`src/rtl/systolic_pkg.sv`:
```
// Shared types and sizing for the 2x2 output-stationary systolic matrix multiplier.
package systolic_pkg;

  typedef enum logic [1:0] {
    ST_LOAD    = 2'd0,
    ST_COMPUTE = 2'd1,
    ST_DRAIN   = 2'd2
  } state_e;

  localparam int DATA_W_DEF   = 8;
  localparam int RES_W_DEF    = 16;
  localparam int N_OPER_BYTES = 8;
  localparam int N_RES_BYTES  = 8;
  localparam int N_STEPS      = 4;

endpackage

```
`src/rtl/systolic_pe.sv`:
```
// Output-stationary processing element: forwards a right and b down one cycle later
// and accumulates their product in place.
module systolic_pe
  import systolic_pkg::*;
#(
  parameter int DATA_W = DATA_W_DEF,
  parameter int RES_W  = RES_W_DEF
) (
  input  logic                     clk,
  input  logic                     reset,
  input  logic                     clear,
  input  logic                     en,
  input  logic signed [DATA_W-1:0] a_in,
  input  logic signed [DATA_W-1:0] b_in,
  output logic signed [DATA_W-1:0] a_out,
  output logic signed [DATA_W-1:0] b_out,
  output logic        [RES_W-1:0]  acc
);

  logic signed [DATA_W-1:0]   a_q, b_q;
  logic        [RES_W-1:0]    acc_q;
  logic signed [2*DATA_W-1:0] prod;

  assign prod = a_in * b_in;

  // The sized cast keeps the product's sign, so it is sign-extended before the wrapping add.
  always_ff @(posedge clk) begin
    if (reset || clear) begin
      a_q   <= '0;
      b_q   <= '0;
      acc_q <= '0;
    end else if (en) begin
      a_q   <= a_in;
      b_q   <= b_in;
      acc_q <= acc_q + RES_W'(prod);
    end
  end

  assign a_out = a_q;
  assign b_out = b_q;
  assign acc   = acc_q;

endmodule

```
`src/rtl/systolic_array_2x2.sv`:
```
// 2x2 signed matrix multiplier: byte-stream load of A then B, four systolic steps,
// then a byte-stream drain of C (low byte first).
module systolic_array_2x2
  import systolic_pkg::*;
#(
  parameter int DATA_W = DATA_W_DEF,
  parameter int RES_W  = RES_W_DEF
) (
  input  logic       clk,
  input  logic       reset,
  input  logic       in_valid,
  input  logic [7:0] in_data,
  output logic       in_ready,
  output logic       out_valid,
  output logic [7:0] out_data,
  input  logic       out_ready,
  output logic       busy
);

  state_e                   state_q;
  logic [2:0]               in_cnt_q, out_cnt_q;
  logic [1:0]               step_q;
  logic signed [DATA_W-1:0] a_q [4];
  logic signed [DATA_W-1:0] b_q [4];
  logic                     in_ready_q, busy_q, out_valid_q;
  logic [7:0]               out_data_q;

  logic signed [DATA_W-1:0] edge_a [2];
  logic signed [DATA_W-1:0] edge_b [2];
  logic signed [DATA_W-1:0] a_mid [2];
  logic signed [DATA_W-1:0] b_mid [2];
  logic signed [DATA_W-1:0] a_tail_unused [2];
  logic signed [DATA_W-1:0] b_tail_unused [2];
  logic [RES_W-1:0]         acc_w [4];

  logic                     pe_clear, pe_en;
  logic [2:0]               drain_idx;
  logic [RES_W-1:0]         drain_acc;
  logic [7:0]               drain_byte;

  assign pe_clear = (state_q == ST_LOAD);
  assign pe_en    = (state_q == ST_COMPUTE);

  // Skewed edge feed: row i gets A[i][t-i], column j gets B[t-j][j], zero outside the matrix.
  always_comb begin
    edge_a[0] = '0;
    edge_a[1] = '0;
    edge_b[0] = '0;
    edge_b[1] = '0;
    case (step_q)
      2'd0: begin
        edge_a[0] = a_q[0];
        edge_b[0] = b_q[0];
      end
      2'd1: begin
        edge_a[0] = a_q[1];
        edge_a[1] = a_q[2];
        edge_b[0] = b_q[2];
        edge_b[1] = b_q[1];
      end
      2'd2: begin
        edge_a[1] = a_q[3];
        edge_b[1] = b_q[3];
      end
      default: ;
    endcase
  end

  systolic_pe #(.DATA_W(DATA_W), .RES_W(RES_W)) u_pe00 (
    .clk(clk), .reset(reset), .clear(pe_clear), .en(pe_en),
    .a_in(edge_a[0]), .b_in(edge_b[0]),
    .a_out(a_mid[0]), .b_out(b_mid[0]), .acc(acc_w[0])
  );
  systolic_pe #(.DATA_W(DATA_W), .RES_W(RES_W)) u_pe01 (
    .clk(clk), .reset(reset), .clear(pe_clear), .en(pe_en),
    .a_in(a_mid[0]), .b_in(edge_b[1]),
    .a_out(a_tail_unused[0]), .b_out(b_mid[1]), .acc(acc_w[1])
  );
  systolic_pe #(.DATA_W(DATA_W), .RES_W(RES_W)) u_pe10 (
    .clk(clk), .reset(reset), .clear(pe_clear), .en(pe_en),
    .a_in(edge_a[1]), .b_in(b_mid[0]),
    .a_out(a_mid[1]), .b_out(b_tail_unused[0]), .acc(acc_w[2])
  );
  systolic_pe #(.DATA_W(DATA_W), .RES_W(RES_W)) u_pe11 (
    .clk(clk), .reset(reset), .clear(pe_clear), .en(pe_en),
    .a_in(a_mid[1]), .b_in(b_mid[1]),
    .a_out(a_tail_unused[1]), .b_out(b_tail_unused[1]), .acc(acc_w[3])
  );

  // Index of the byte to present next: byte 0 when priming, otherwise the one after the current.
  assign drain_idx  = out_valid_q ? (out_cnt_q + 3'd1) : 3'd0;
  assign drain_acc  = acc_w[drain_idx[2:1]];
  assign drain_byte = drain_idx[0] ? 8'(drain_acc >> 8) : 8'(drain_acc);

  always_ff @(posedge clk) begin
    if (reset) begin
      state_q     <= ST_LOAD;
      in_cnt_q    <= '0;
      out_cnt_q   <= '0;
      step_q      <= '0;
      for (int k = 0; k < 4; k++) begin
        a_q[k] <= '0;
        b_q[k] <= '0;
      end
      in_ready_q  <= 1'b1;
      busy_q      <= 1'b0;
      out_valid_q <= 1'b0;
      out_data_q  <= '0;
    end else begin
      case (state_q)
        ST_LOAD: begin
          if (in_valid && in_ready_q) begin
            if (in_cnt_q[2]) b_q[in_cnt_q[1:0]] <= DATA_W'($signed(in_data));
            else             a_q[in_cnt_q[1:0]] <= DATA_W'($signed(in_data));
            if (in_cnt_q == 3'(N_OPER_BYTES - 1)) begin
              state_q    <= ST_COMPUTE;
              in_cnt_q   <= '0;
              step_q     <= '0;
              in_ready_q <= 1'b0;
              busy_q     <= 1'b1;
            end else begin
              in_cnt_q <= in_cnt_q + 3'd1;
            end
          end
        end
        ST_COMPUTE: begin
          step_q <= step_q + 2'd1;
          if (step_q == 2'(N_STEPS - 1)) begin
            state_q   <= ST_DRAIN;
            out_cnt_q <= '0;
          end
        end
        ST_DRAIN: begin
          // First DRAIN cycle registers byte 0; afterwards advance on each handshake.
          if (!out_valid_q) begin
            out_valid_q <= 1'b1;
            out_data_q  <= drain_byte;
          end else if (out_ready) begin
            if (out_cnt_q == 3'(N_RES_BYTES - 1)) begin
              state_q     <= ST_LOAD;
              out_cnt_q   <= '0;
              out_valid_q <= 1'b0;
              out_data_q  <= '0;
              in_ready_q  <= 1'b1;
              busy_q      <= 1'b0;
            end else begin
              out_cnt_q  <= out_cnt_q + 3'd1;
              out_data_q <= drain_byte;
            end
          end
        end
        default: state_q <= ST_LOAD;
      endcase
    end
  end

  assign in_ready  = in_ready_q;
  assign busy      = busy_q;
  assign out_valid = out_valid_q;
  assign out_data  = out_data_q;

endmodule

```
`config.mk`:
```
export PLATFORM = sky130hd
export DESIGN_NAME = systolic_array_2x2
export DESIGN_NICKNAME = d
export VERILOG_FILES = /design/src/rtl/systolic_pkg.sv /design/src/rtl/systolic_pe.sv /design/src/rtl/systolic_array_2x2.sv
export SDC_FILE = /design/constraint.sdc
export NUM_CORES = 1
export LEC_CHECK = 0
export ABC_AREA = 1
export BUFFER_PORTS_ARGS = -buffer_cell sky130_fd_sc_hd__buf_2
export CORE_AREA = 10 10 233 323
export CTS_CLUSTER_DIAMETER = 30
export DETAILED_ROUTE_END_ITERATION = 8
export DIE_AREA = 0 0 243 333
export GPL_TIMING_DRIVEN = 0
export SYNTH_ARGS = -nofsm -noshare
export SYNTH_HDL_FRONTEND = slang
export SYNTH_SLANG_ARGS = --single-unit
```
`constraint.sdc`:
```
create_clock -name clk -period 7.27 [get_ports clk]
set_clock_uncertainty 0.1 [all_clocks]
set_input_delay 0.3635 -clock clk [delete_from_list [all_inputs] [get_ports clk]]
set_output_delay 0.3635 -clock clk [all_outputs]
set_load 0.05 [all_outputs]
```
==> impl_metrics.json, run 1 <==
{
  "status": "completed",
  "ys_top_cells_by_count": "inv_1, nand2_1, fa_1",
  "clockRootBuffer": "clkbuf_16",
  "netlist.top_cell.by_area": "fa_1",
  "comb_power_share_pct": 63.1,
  "rr_worst_depth": 23,
  "p_per_area_mw_per_mm2": 281.9,
  "leakage_nw": 11.18,
  "dp_hpwl_um": 46080,
  "first_pass_iters": 5,
  "synth_top_area_share_pct": 28.60,
  "nets": 2914,
  "crit_path_end_kind": "flip-flop",
  "gp_congestion": 0.9336,
  "tns_ns": 0,
  "postCtsHoldBufs": 0,
  "grt_max_degree": 20,
  "nFillCells": 7401,
  "io-pin-count": 23,
  "syn_area_per_cell_sq_um": 8.212,
  "ff2ff_setup_slack_ns": 0.58,
  "p_seq_share_pct": 21.5,
  "switchingPower_mw": 3.124,
  "grt_overflow_total": 0,
  "post-route-drc-count": 0,
  "synthesis.area_sq_mm": 0.01988,
  "numCtsBuffers": 17,
  "drt_iter0_drc": 939,
  "ys_seq_area_share_pct": 21.45,
  "synthArstFlopShare_pct": 0,
  "clock_latency_ns": 0.45,
  "diodes": 0,
  "arrival_ns": 6.95,
  "cts.sinks": 181,
  "synth_edf_count": 64,
  "antenna_found_initial": 0,
  "crit_path_end": "u_pe10.acc[15]",
  "ys_top_cells_by_area": "fa_1, dfxtp_1, inv_1",
  "internal_power_mw": 3.010,
  "die_area_sq_mm": 0.08092,
  "initial_core_util_pct": 28.80,
  "startpoint_type": "flip-flop",
  "htree_levels": 4,
  "post-route-min-period_ns": 6.691,
  "slew_violations": 0,
  "routed_wl_um": 55670,
  "cts_tree": "yes",
  "grt_pass1_wl_um": 87970,
  "ant_nets": 0,
  "grt_pass1_vias": 16260,
  "crit_type": "flip-flop to flip-flop",
  "r2r_end": "u_pe10.acc[15]",
  "grt_setup_unrepaired": "no",
  "wire_per_inst_um": 16.36,
  "drive_gt1_share_pct": 4.929,
  "pre_cts_slack_ns": 0.4105,
  "worstMarginPinSlew_ns": 1.231,
  "die_x_um": 243,
  "clk_path_buf_depth": 2,
  "relSlewSlack_pct": 17.22,
  "post_cts_buffers": 0,
  "synth_most_common_cell": "inv_1",
  "fp-row-count": 114,
  "worst_slack_ns": 0.5792,
  "vias": 15520,
  "cap_violations": 0,
  "synth_nets": 2873,
  "p_sw_share_pct": 50.92,
  "synthDistinctLibCells": 44,
  "area_growth_pct": 9.446,
  "ys_warn_count": 0,
  "required_ns": 7.53,
  "port_buffers": 22,
  "ys_seq_elements": 181,
  "clkTransAtPathRegs_ns": 0.08,
  "period_share_pct": 92.03,
  "r2r-start": "step_q[0]",
  "power_frac_clock_pct": 15.4,
  "hold_violations": 0,
  "min_path_type": "input pin to flip-flop",
  "setup_viol": 0,
  "fmax_mhz": 149.5,
  "die-height_um": 333,
  "vias_per_cell": 4.561,
  "core_area_sq_mm": 0.06904,
  "vdd_drop_max_uv": 230.9,
  "startpoint": "step_q[0]",
  "synth_cells": 2421,
  "synth_top_flop_cell": "dfxtp_1",
  "track_usage_pct": 13.87,
  "worst-path-max-fanout": 9
}
==> final cells by class <==
cell class	count	area (sq um)	share of cell area [%]
Sequential cell	181	4264	19.60
Multi-Input combinational cell	1560	13020	59.84
Clock buffer	18	450.4	2.070
Buffer	82	355.3	1.633
Timing Repair Buffer	22	110.1	0.5060
Inverter	598	2245	10.32
Tap cell	928	1161	5.336
Clock inverter	14	153.9	0.7073
==> critical path, cell delays in order (launching register included) <==
cell and delay (ns):
dfxtp_1 0.40, inv_1 0.08, ha_1 0.27, clkbuf_1 0.27
nand2_1 0.37, nor2_1 1.01, inv_1 0.14, fa_1 0.52
inv_1 0.05, fa_1 0.50, fa_1 0.57, fa_1 0.43
fa_1 0.38, ha_1 0.36, a21oi_1 0.23, o21ai_0 0.15
nand2_1 0.09, nand2_1 0.05, nor2_1 0.25, inv_1 0.07
nand2_1 0.07, nand3_1 0.10, nand2_1 0.09, inv_1 0.04
==> power groups by stage <==
stage	Combinational, mW	Clock, mW	Sequential (mW)
floorplan	2.81	0	1.30
global placement	3.84	0	1.34
detailed placement	3.89	0	1.34
CTS	3.92	0.955	1.32
global route	4.43	0.996	1.33
finish	3.87	0.943	1.32
==> per-layer routing <==
metal | routed length [um] | track usage, % | vias to the layer above
li1 | - | - | 7495
met1 | 22180 | 15.38 | 7609
met2 | 29490 | 26.24 | 321
met3 | 1455 | 1.035 | 96
met4 | 2537 | 6.633 | 0
met5 | 0 | 0 | -
==> flip-flops by register name, indices dropped and copies added (netlist names), 2 cells and up <==
signal	flops
out_data	8
state_q	2
step_q	2
out_cnt_q	3
a_q	32
u_pe00.b_out	8
u_pe11.acc	16
in_cnt_q	3
u_pe01.b_out	8
u_pe00.acc	16
u_pe00.a_out	8
b_q	32
u_pe10.acc	16
u_pe10.a_out	8
u_pe01.acc	16
==> worst min path at each step <==
stage	slack, ns	from	cells after the start	end
global placement	0.35	out_data[5]	2	out_data[5]
global route	0.23	in_valid	5	in_cnt_q[1]
floorplan	0.34	u_pe01.acc[0]	2	u_pe01.acc[0]
finish	0.21	in_valid	5	in_cnt_q[1]
detailed placement	0.36	out_data[5]	2	out_data[5]
CTS	0.20	in_valid	5	in_cnt_q[1]
==> cell usage in the layout, fill, tap and decap left out, types with 3 or more instances in the layout <==
master	netlist	routed
a221oi_1	5	5
nand2_2	7	7
inv_6	0	4
o211ai_1	15	15
nor2_1	217	216
a21o_1	3	3
inv_1	583	583
nand3b_1	7	7
nor2_4	5	5
xnor2_1	15	15
o221ai_1	9	9
a21oi_1	134	134
nor2_2	5	6
a22o_1	30	30
inv_2	14	14
clkbuf_1	57	57
ha_1	156	156
edfxtp_1	64	64
a211oi_1	16	16
or2_0	3	3
or2_2	9	9
clkinv_8	0	4
o21ai_1	28	28
buf_1	3	3
nand2_1	391	391
dfxtp_1	117	117
nor3_1	12	12
buf_4	3	3
buf_2	17	39
xor2_1	19	19
clkbuf_16	0	18
o21ai_0	93	93
o21bai_1	6	6
fa_1	284	284
nand4_1	6	6
nand3_1	71	71
==> per-stage QoR <==
| stage | utilization, % | power (mW) | hold WS [ns] | cell area [sq um] | cells |
|---|---|---|---|---|---|
| 2_1_floorplan | - | 4.111 | 0.3432 | 19880 | 2421 |
| 3_3_place_gp | 30.64 | 5.184 | 0.3523 | 21150 | 3371 |
| 3_5_place_dp | 30.64 | 5.236 | 0.3568 | 21150 | 3371 |
| 4_1_cts | 31.52 | 6.191 | 0.2025 | 21760 | 3403 |
| 5_1_grt | 31.52 | 6.755 | 0.2294 | 21760 | 3403 |
| 6_report | 31.52 | 6.134 | 0.2122 | 21760 | 3403 |
==> logic make-up (layout without fill, tap and decap cells) <==
kind of cell	Yosys count	in the layout	share of synthesized area, %
buffers and inverters	680	734	13.08
DFF	181	181	21.45
adders and majority gates	440	440	38.41
xor gates and xnor gates	34	34	1.498
AOI/OAI and AO/OA	349	349	10.31
and+or+nand+nor	737	737	15.25
==> repair_timing <==
action,4_1_cts,5_1_grt
gates resized for setup,0,1
hold endpoints to repair,0,0
setup endpoints to repair,0,1
Note: power is estimated with default switching activity, not from simulation.
==> run 2, diff against run 1 <==
==> constraint.sdc (replaced) <==
create_clock -name clk -period 8.52 [get_ports clk]
set_clock_uncertainty 0.1 [all_clocks]
set_input_delay 0.426 -clock clk [delete_from_list [all_inputs] [get_ports clk]]
set_output_delay 0.426 -clock clk [all_outputs]
set_load 0.05 [all_outputs]
==> run 2 against run 1 <==
  * Final area about the same
  * Clock-buffer cell count unchanged
  * Global-route usage unchanged
  * Critical path depth unchanged
  * Maximum frequency decreased by 2.1%
  * Non-clock buffer count unchanged
  * Sequential share of layout area about the same
  * Worst hold slack improved by 0.063 ns
  * Highest routed layer unchanged
==> impl_metrics.json, run 2 (synthesis gave the netlist of run 1 again) <==
{
  "status": "completed",
  "io-pin-count": 23,
  "seq_area_sq_mm": 0.004264,
  "numCtsBuffers": 17,
  "period_share_pct": 80.18,
  "nFillCells": 7401,
  "hold_ws_ns": 0.2754,
  "routed_wl_um": 55620,
  "die_x_um": 243,
  "startpoint_type": "flip-flop",
  "fmax_mhz": 146.4,
  "arrival_ns": 7.08,
  "grt_overflow_total": 0,
  "gp_congestion": 0.9336,
  "most-common-layout-cells": "inv_1, nand2_1, fa_1, nor2_1, ha_1",
  "grt_setup_unrepaired": "no",
  "clock_latency_ns": 0.45,
  "hold_violations": 0,
  "cts_resized": 0,
  "post-route-drc-count": 0,
  "diodes": 0,
  "die_area_sq_mm": 0.08092,
  "required_ns": 8.77,
  "antenna_found_initial": 0,
  "drive_gt1_share_pct": 4.889,
  "clockRootBuffer": "clkbuf_16",
  "die-height_um": 333,
  "worst-path-max-fanout": 10,
  "setup_viol": 0,
  "post_cts_buffers": 0,
  "grt_pass1_wl_um": 87970,
  "crit_type": "flip-flop to flip-flop",
  "largestRegisters": "a_q x32, b_q x32",
  "nets": 2914,
  "vias": 15530,
  "drt_iter0_drc": 927,
  "fp-row-count": 114,
  "worstMarginPinSlew_ns": 1.231,
  "cts_tree": "yes",
  "port_buffers": 22,
  "relSlewSlack_pct": 17.22,
  "wire_per_inst_um": 16.34,
  "crit_path_end_kind": "flip-flop",
  "cts.sinks": 181,
  "first_pass_iters": 5,
  "clkTransAtPathRegs_ns": 0.07,
  "htree_levels": 4,
  "total_power_mw": 5.229,
  "postCtsHoldBufs": 0,
  "area_growth_pct": 9.434,
  "placed_area_sq_mm": 0.02115,
  "initial_core_util_pct": 28.80,
  "slew_violations": 0,
  "ant_nets": 0,
  "min_path_type": "input pin to flip-flop",
  "grt_max_degree": 20,
  "tns_ns": 0,
  "p_per_area_mw_per_mm2": 240.4,
  "multi_input_area_sq_mm": 0.01302,
  "layout_commonest_cell": "inv_1",
  "core_area_sq_mm": 0.06904,
  "leakage_nw": 11.18,
  "vias_per_cell": 4.563,
  "cap_violations": 0,
  "track_usage_pct": 13.87,
  "post-route-min-period_ns": 6.832,
  "ff2ff_setup_slack_ns": 1.69,
  "fin_area_sq_mm": 0.02176,
  "vdd_drop_max_uv": 194.4,
  "dp_hpwl_um": 46080,
  "clk_path_buf_depth": 2,
  "grt_pass1_vias": 16260
}
-- run 2: changes by cell type in the layout (fill, tap and decap cells not counted) --
cell    previous run  this run
nor2_2             6         5
nor2_1           216       217
-- run 2: layout make-up --
class / count / area share (%)
Inverter: 598 / 10.32
Clock buffer: 18 / 2.070
Tap cell: 928 / 5.337
Timing Repair Buffer: 22 / 0.5061
Sequential cell: 181 / 19.60
Clock inverter: 14 / 0.7073
Buffer: 82 / 1.633
Multi-Input combinational cell: 1560 / 59.83
-- run 2: metrics by stage --
| stage | utilization, % | worst slack (ns) | instances |
|---|---|---|---|
| final | 31.52 | 1.688 | 3403 |
| after global routing | 31.52 | 1.239 | 3403 |
| after CTS | 31.52 | 1.659 | 3403 |
| after detailed placement | 30.64 | 1.660 | 3371 |
| after global placement | 30.64 | 1.729 | 3371 |
| after floorplan | - | 2.620 | 2421 |
-- run 2: critical path, stage by stage (launching register included) --
cell      delay, ns
dfxtp_1        0.40
inv_1          0.08
ha_1           0.27
clkbuf_1       0.29
buf_2          0.30
nand2_1        0.24
nor2_1         0.90
inv_1          0.15
fa_1           0.52
inv_1          0.05
fa_1           0.51
fa_1           0.52
fa_1           0.50
inv_1          0.05
fa_1           0.49
inv_1          0.05
ha_1           0.34
a21oi_1        0.21
o21ai_1        0.15
a21oi_1        0.19
or2_0          0.13
nand3_1        0.12
o211ai_1       0.13
inv_1          0.05
-- run 2: report_power, final --
| part | internal [mW] | total [mW] | switching [mW] |
|---|---|---|---|
| clock network | 0.409 | 0.805 | 0.396 |
| logic | 1.15 | 3.30 | 2.15 |
| registers | 1.01 | 1.12 | 0.113 |
| total | 2.57 | 5.23 | 2.66 |
-- run 2: routing by layer --
layer  GRT usage (%)  vias up  wire length, um
li1                -     7503                -
met1           15.38     7602            22070
met2           26.24      325            29610
met3           1.035       97             1484
met4           6.633        0             2451
met5               0        -                0
-- run 2: path summary, 6_finish.rpt --
| check | startpoint | cells past startpoint | to |
|---|---|---|---|
| setup / recovery | step_q[0] | 23 | u_pe01.acc[10] |
| hold / removal | in_valid | 5 | in_cnt_q[1] |
| setup reg to reg | step_q[0] | 23 | u_pe01.acc[10] |
| hold reg to reg | out_data[5] | 2 | out_data[5] |
